**config.mk**
```make
export PLATFORM = sky130hd
export DESIGN_NAME = stage_4_mem
export DESIGN_NICKNAME = d
export VERILOG_FILES = /design/src/rtl/stage_4_mem.sv
export SDC_FILE = /design/constraint.sdc
export NUM_CORES = 1
export LEC_CHECK = 0
export ABC_AREA = 1
export ABC_CLOCK_PERIOD_IN_PS = 3500
export BUFFER_PORTS_ARGS = -buffer_cell sky130_fd_sc_hd__buf_2
export CAP_MARGIN = 20
export CORE_AREA = 2 2 139 141
export CTS_CLUSTER_DIAMETER = 200
export CTS_CLUSTER_SIZE = 30
export DETAILED_ROUTE_END_ITERATION = 12
export DIE_AREA = 0 0 141 143
export SYNTH_ARGS = -nofsm -noshare
export SYNTH_HDL_FRONTEND = slang
export SYNTH_SLANG_ARGS = --single-unit
```
**constraint.sdc**
```tcl
create_clock -name clk -period 3.5 [get_ports clk]
set_clock_uncertainty 0.1 [all_clocks]
set_input_delay 0.525 -clock clk [delete_from_list [all_inputs] [get_ports clk]]
set_output_delay 0.525 -clock clk [all_outputs]
set_load 0.05 [all_outputs]
```
**src/rtl/stage_4_mem.sv**
```systemverilog
// MIPS memory-access stage: byte/half/word loads and stores over a req/ack data bus.
// Define MEM_ALIGN_EXC_EN to turn misaligned half/word accesses into addr_err without a bus request.
module stage_4_mem #(
  parameter int unsigned TIMEOUT_CYCLES = 255,
  parameter int unsigned CNT_WIDTH      = 8
) (
  input  logic        clk,
  input  logic        rst_n,
  input  logic        mem_read,
  input  logic        mem_write,
  input  logic [5:0]  op,
  input  logic [31:0] alu_result,
  input  logic [31:0] store_data,
  output logic        stall,
  output logic [31:0] load_data,
  output logic        addr_err,
  output logic        bus_err,
  output logic        dbus_req,
  output logic        dbus_we,
  output logic [31:0] dbus_addr,
  output logic [3:0]  dbus_be,
  output logic [31:0] dbus_wdata,
  input  logic [31:0] dbus_rdata,
  input  logic        dbus_ack
);

  localparam logic [1:0] S_IDLE = 2'd0;
  localparam logic [1:0] S_BUSY = 2'd1;
  localparam logic [1:0] S_DONE = 2'd2;

  localparam logic [1:0] SZ_BYTE = 2'd0;
  localparam logic [1:0] SZ_HALF = 2'd1;
  localparam logic [1:0] SZ_WORD = 2'd2;

  logic [1:0]           state_q, state_d;
  logic [CNT_WIDTH-1:0] cnt_q, cnt_d, cnt_inc;
  logic                 req_q, req_d;
  logic                 we_q, we_d;
  logic [31:0]          addr_q, addr_d;
  logic [3:0]           be_q, be_d;
  logic [31:0]          wdata_q, wdata_d;
  logic [1:0]           sz_q, sz_d;
  logic                 sgn_q, sgn_d;
  logic [1:0]           off_q, off_d;
  logic [31:0]          load_data_q, load_data_d;
  logic                 addr_err_q, addr_err_d;
  logic                 bus_err_q, bus_err_d;

  logic                 access_c;
  logic [1:0]           sz_c;
  logic                 sgn_c;
  logic [3:0]           be_c;
  logic [31:0]          wdata_c;
  logic                 misalign_c;
  logic [7:0]           byte_c;
  logic [15:0]          half_c;
  logic [31:0]          fmt_c;

  assign access_c = mem_read | mem_write;
  assign cnt_inc  = cnt_q + CNT_WIDTH'(1);

  // Opcode decode: access size and load extension; unknown opcodes act as words.
  always_comb begin
    sz_c  = SZ_WORD;
    sgn_c = 1'b0;
    case (op)
      6'h20:   begin sz_c = SZ_BYTE; sgn_c = 1'b1; end
      6'h24:   sz_c = SZ_BYTE;
      6'h21:   begin sz_c = SZ_HALF; sgn_c = 1'b1; end
      6'h25:   sz_c = SZ_HALF;
      6'h28:   sz_c = SZ_BYTE;
      6'h29:   sz_c = SZ_HALF;
      default: sz_c = SZ_WORD;
    endcase
  end

  // Lane enables and replicated store data for the addressed size.
  always_comb begin
    be_c    = 4'b1111;
    wdata_c = store_data;
    case (sz_c)
      SZ_BYTE: begin
        be_c    = 4'b0001 << alu_result[1:0];
        wdata_c = {4{store_data[7:0]}};
      end
      SZ_HALF: begin
        be_c    = alu_result[1] ? 4'b1100 : 4'b0011;
        wdata_c = {2{store_data[15:0]}};
      end
      default: begin
        be_c    = 4'b1111;
        wdata_c = store_data;
      end
    endcase
  end

`ifdef MEM_ALIGN_EXC_EN
  assign misalign_c = ((sz_c == SZ_HALF) && alu_result[0]) ||
                      ((sz_c == SZ_WORD) && (alu_result[1:0] != 2'b00));
`else
  assign misalign_c = 1'b0;
`endif

  // Load formatting from the latched lane offset, size and extension.
  always_comb begin
    byte_c = dbus_rdata[{off_q, 3'b000} +: 8];
    half_c = off_q[1] ? dbus_rdata[31:16] : dbus_rdata[15:0];
    case (sz_q)
      SZ_BYTE: fmt_c = {{24{sgn_q & byte_c[7]}}, byte_c};
      SZ_HALF: fmt_c = {{16{sgn_q & half_c[15]}}, half_c};
      default: fmt_c = dbus_rdata;
    endcase
  end

  // Next-state and registered-output logic.
  always_comb begin
    state_d     = state_q;
    cnt_d       = cnt_q;
    req_d       = req_q;
    we_d        = we_q;
    addr_d      = addr_q;
    be_d        = be_q;
    wdata_d     = wdata_q;
    sz_d        = sz_q;
    sgn_d       = sgn_q;
    off_d       = off_q;
    load_data_d = load_data_q;
    addr_err_d  = addr_err_q;
    bus_err_d   = bus_err_q;
    case (state_q)
      S_IDLE: begin
        if (access_c) begin
          if (misalign_c) begin
            addr_err_d  = 1'b1;
            load_data_d = 32'h0;
            state_d     = S_DONE;
          end else begin
            addr_d  = {alu_result[31:2], 2'b00};
            be_d    = be_c;
            wdata_d = wdata_c;
            we_d    = mem_write;
            sz_d    = sz_c;
            sgn_d   = sgn_c;
            off_d   = alu_result[1:0];
            req_d   = 1'b1;
            cnt_d   = '0;
            state_d = S_BUSY;
          end
        end
      end
      S_BUSY: begin
        if (dbus_ack) begin
          load_data_d = we_q ? 32'h0 : fmt_c;
          req_d       = 1'b0;
          state_d     = S_DONE;
        end else begin
          cnt_d = cnt_inc;
          if (cnt_inc == CNT_WIDTH'(TIMEOUT_CYCLES)) begin
            req_d       = 1'b0;
            bus_err_d   = 1'b1;
            load_data_d = 32'h0;
            state_d     = S_DONE;
          end
        end
      end
      S_DONE: begin
        addr_err_d = 1'b0;
        bus_err_d  = 1'b0;
        state_d    = S_IDLE;
      end
      default: state_d = S_IDLE;
    endcase
  end

  always_ff @(posedge clk or negedge rst_n) begin
    if (!rst_n) begin
      state_q     <= S_IDLE;
      cnt_q       <= '0;
      req_q       <= 1'b0;
      we_q        <= 1'b0;
      addr_q      <= 32'h0;
      be_q        <= 4'h0;
      wdata_q     <= 32'h0;
      sz_q        <= SZ_BYTE;
      sgn_q       <= 1'b0;
      off_q       <= 2'b00;
      load_data_q <= 32'h0;
      addr_err_q  <= 1'b0;
      bus_err_q   <= 1'b0;
    end else begin
      state_q     <= state_d;
      cnt_q       <= cnt_d;
      req_q       <= req_d;
      we_q        <= we_d;
      addr_q      <= addr_d;
      be_q        <= be_d;
      wdata_q     <= wdata_d;
      sz_q        <= sz_d;
      sgn_q       <= sgn_d;
      off_q       <= off_d;
      load_data_q <= load_data_d;
      addr_err_q  <= addr_err_d;
      bus_err_q   <= bus_err_d;
    end
  end

  // Stall is released during reset so an abandoned access never holds the pipeline.
  assign stall = rst_n & ((state_q == S_BUSY) | ((state_q == S_IDLE) & access_c));

  assign load_data  = load_data_q;
  assign addr_err   = addr_err_q;
  assign bus_err    = bus_err_q;
  assign dbus_req   = req_q;
  assign dbus_we    = we_q;
  assign dbus_addr  = addr_q;
  assign dbus_be    = be_q;
  assign dbus_wdata = wdata_q;

endmodule
```
======== After elaboration in Yosys (flattened, before gate mapping) ========
Index checks and enable logic that the tools add are counted.
word-level totals
  register bits ........................... 116
  bits of input ports ..................... 107
  output and inout bits ................... 105
  logic and storage cells ................. 75
operators by class
  add/subtract/negate cells ............... 1
  equal/unequal tests ..................... 15
  shift-type cells ........................ 2
  multiplexer cells ....................... 24
  bitwise gates (word level) .............. 6
  reduce and logical (&&, ||, !) cells .... 15
operator list
  operator               number
  $pmux W32 S2           2
  $mux W32               3
  $eq A6 B6 Y1 const B   6
  $shiftx A32 B6 Y8      1
  $mux W16               1
  $mux W8                2
  $pmux W8 S2            1
  $reduce_and A3 Y1      3
  $add A8 B1 Y8 const B  1
  $eq A8 B8 Y1 const B   1
  $pmux W2 S2            2
  $pmux W4 S2            1
  $eq A2 B1 Y1 const B   3
  $logic_not A2 Y1       3
  $mux W1                6
  $mux W2                3
  $ne A2 B2 Y1 const B   3
  $reduce_and A2 Y1      3
  $reduce_bool A2 Y1     3
  $reduce_or A3 Y1       2
  $and A1 B1 Y1          4
  $mux W4                1
  $pmux W1 S2            2
  $shl A1 B2 Y4 const A  1
  4 further kinds        5

======== Longest topological paths before layout ========
  word-level depth ........................ 5
  gate-level depth with buffers ........... 13
  depth with buffers taken out ............ 12

======== Least setup slack after synthesis ========
Ideal clock, no wire load.
  path type ............................... input to output
  start ................................... in mem_write
  end ..................................... out stall
  data arrival time ....................... 1.463 ns
  required time ........................... 2.875 ns
  slack ................................... 1.412 ns
  stages on the path ...................... 4
  path buffers ............................ 1
  cell sequence ........................... nor2_1 nor2_2 clkbuf_1 o21a_1
on the way
  longest elaborated chain between the ends .. 4
ends and longest elaborated chain
  item                line  source
  start: declaration  10    input logic mem_write,
  $or A1 B1 Y1        59    assign access_c = mem_read | mem_write;
  $and A1 B1 Y1       208   assign stall = rst_n & ((state_q == S_BUSY) | ((state_q == S_IDLE) & access_c));
  $or A1 B1 Y1        208
  $and A1 B1 Y1       208
  end: declaration    14    output logic stall,
No other way between the ends.

======== Final worst setup path ========
  start ................................... reg state_q[1]
  end ..................................... out stall
on the way
  longest elaborated chain between the ends .. 4
  elaborated cells between the ends (all ways) .. 5
  classes of those cells .................. eq/ne: 1; bitwise: 3; reduce/logical: 1
ends and longest elaborated chain
  item                      line  source
  start: declaration        35    logic [1:0] state_q, state_d;
  start signal: assignment  191   state_q <= state_d;
  $logic_not A2 Y1          208
  $and A1 B1 Y1             208
  $or A1 B1 Y1 (*)          208
  $and A1 B1 Y1 (*)         208
Mark *: on every way between the ends. The rest lies on a longest branch, timed or not.

==> flow_summary.toml <==
[routing]
wire_per_inst_um = 15.11
routed_wl_um = 16850
viasPerCell = 4.661
firstDrtPassIters = 5
ant_nets = 0
dr.first_iter.drc_count = 335
vias = 5197
drc = 0

[synthesis]
synth-seq-cells = 116
syn_inst = 669
ys.flop_type = "dfrtp_1"
netlist_top_cells_count = "318 x nand2_1, 116 x dfrtp_1, 30 x inv_1, 29 x nand3_1"
postSynthAreaPerCell_um2 = 8.197
ys_seq_area_frac = 0.5293
synth_cell_types = 36
synth_async_sr_flop_share = 1.000
yosysWarnings = 0
synthTopCellsByArea = "dfrtp_1 53%, nand2_1 22%, nand3_1 2.6%, o21a_1 2.2%, inv_1 2.1%"
synth_edf_count = 0
synth_top_area_cell = "dfrtp_1"
yosysTopAreaCellShare = 0.5293
synth_area_um2 = 5484
synthMostInstantiatedCell = "nand2_1"

[cts]
cts_buffers = 17
tritoncts = "yes"
cts_resized = 0
cts_root_buffer = "clkbuf_16"
holdBufCountCts = 0
cts.sinks = 116
post_cts_buffers = 0
htree_num_levels = 4
clk_latency_ns = 0.42
clockBufferDepth = 2
cts.clk_slew.worst_paths_ns = 0.06

[setup_path]
worstRegToRegCells = 7
path_max_fanout = 50
crit_type = "reg -> out"
critPathLaunchType = "register"
critPathArrivalTime_ns = 2.09
endpoint_kind = "primary output"
required_ns = 2.87
reg2reg_from = "off_q[1]"
worstSetupStartpoint = "state_q[1]"

[floorplanning]
io_pins = 212
die_w_um = 141
start_util = 0.2952
fp.coreArea_um2 = 18580
std_cell_rows = 50
dieArea_um2 = 20160
die_y_um = 143

[timing]
max_freq_mhz = 368.5
worst_pin_slew_ns = 0.9509
setup_viol = 0
relSlewSlack = 0.3654
finalMaxSlewViolations = 0
hold_violations = 0
min_period_ns = 2.713
rsz0062_at_grt = "no"
setup_slack_ns = 0.7866
hold_ws_ns = 0.02567
tns_ns = 0
finalCritPeriodShare = 0.7753

[pwr]
pwr-share-clk = 0.219
p_leak_nw = 4.016
p_switching_mw = 4.146
ir_worst_vdd_uv = 546.4
swShare = 0.5149
seqPwrFrac = 0.282
totalPowerFinal_mw = 8.051
p_comb_frac = 0.500
p_int_mw = 3.906
cellPowerDensity_nw_per_um2 = 1105

[place]
dp_hpwl_um = 11920
pre_cts_ws_ns = 1.125
gp_congestion = 0.8516
io_buffer_count = 208
placed_cells_incl_taps = 1082

[grt]
grt_pass1_vias = 4932
grt_max_degree = 117
grt.overflow.total = 0
track_usage = 0.1677
grt_pass1_wl_um = 26080
antenna_found_initial = 0

[final_layout]
drive_gt1_frac = 0.3045
area_growth_syn_to_layout_pct = 32.88
final_nets = 976
fin_cells = 1115
n_fill_cell = 1926

[min_path]
hold_path.class = "in -> async"

[run]
drv_cap = 0

[outcome]
outcome = "finished clean"
==> worst max-delay path, cell delays in order (launching register included) <==
cell     delay [ns]
dfrtp_1        0.40
nor2_1         0.18
inv_1          0.10
nor2_4         0.10
buf_4          0.46
o21a_1         0.18
buf_2          0.25
==> final timing paths <==
kind,end,slack [ns]
max reg2reg,load_data[14],1.16
min,load_data[13],0.03
min reg2reg,dbus_addr[21],0.36
max,stall,0.79
min in group clk,dbus_addr[11],0.20
max in group asynchronous,cnt_q[6],2.60
==> cell type report <==
cell class	instances	area, um2	share of cell area
timing repair buffer	212	1086	0.1490
tap	234	292.8	0.04018
multi-input combinational	486	2278	0.3127
sequential	116	2903	0.3984
clock buffer	22	474.2	0.06508
antenna	1	2.502	0.0003434
clock inverter	10	122.6	0.01683
inverter	34	127.6	0.01751
==> per-layer routing <==
metal,global-route usage,wire length [um],share of wire
met3,0.06137,1498,0.089
met2,0.2626,7704,0.46
met5,0,0,0
met4,0.05368,220,0.013
met1,0.2165,7425,0.44
==> per-stage QoR <==
| stage | utilization | cell area, um2 |
|---|---|---|
| 2_1_floorplan | - | 5492 |
| 3_3_place_gp | 0.3599 | 6688 |
| 3_5_place_dp | 0.3599 | 6688 |
| 4_1_cts | 0.3921 | 7284 |
| 5_1_grt | 0.3921 | 7284 |
| 6_report | 0.3922 | 7287 |
==> placed cells by master (no fill, tap or decap), types with 8 or more instances in the layout <==
| cell type | synthesis | layout |
|---|---|---|
| dfrtp_1 | 116 | 116 |
| nand2_1 | 318 | 318 |
| nand3_1 | 29 | 29 |
| o211ai_1 | 8 | 8 |
| nand2_2 | 10 | 10 |
| o21bai_1 | 8 | 8 |
| nor2_1 | 18 | 18 |
| o22ai_1 | 12 | 12 |
| o21a_1 | 16 | 16 |
| inv_1 | 30 | 30 |
| clkbuf_16 | 0 | 17 |
| buf_2 | 11 | 207 |
| o21ai_0 | 18 | 18 |
==> sequential cells by signal, indices dropped and copies added (netlist names) <==
| signal | count |
|---|---|
| sz_q | 2 |
| cnt_q | 8 |
| dbus_req | 1 |
| bus_err | 1 |
| dbus_we | 1 |
| dbus_addr | 30 |
| dbus_be | 4 |
| load_data | 32 |
| sgn_q | 1 |
| dbus_wdata | 32 |
| state_q | 2 |
| off_q | 2 |
==> kinds of logic (layout without fill, tap and decap cells) <==
family,after synthesis,count (layout),synth area share
other cells,1,4,0.0006838
mux,7,7,0.01278
fa+ha+maj,2,2,0.004562
flops,116,116,0.5293
compound gates,85,85,0.1054
xor+xnor,1,1,0.001597
simple gates,388,388,0.2870
buf+inv,69,278,0.05863
==> power groups by stage <==
| stage | Sequential, mW | Combinational (mW) | Clock (mW) |
|---|---|---|---|
| after global routing | 2.34 | 4.33 | 1.87 |
| after detailed placement | 2.27 | 4.07 | 0 |
| final | 2.27 | 4.02 | 1.76 |
| after floorplan | 4.01 | 1.33 | 0 |
| after global placement | 2.28 | 4.03 | 0 |
| after CTS | 2.27 | 4.07 | 1.80 |
No activity file was read; power rests on OpenSTA's default activity.
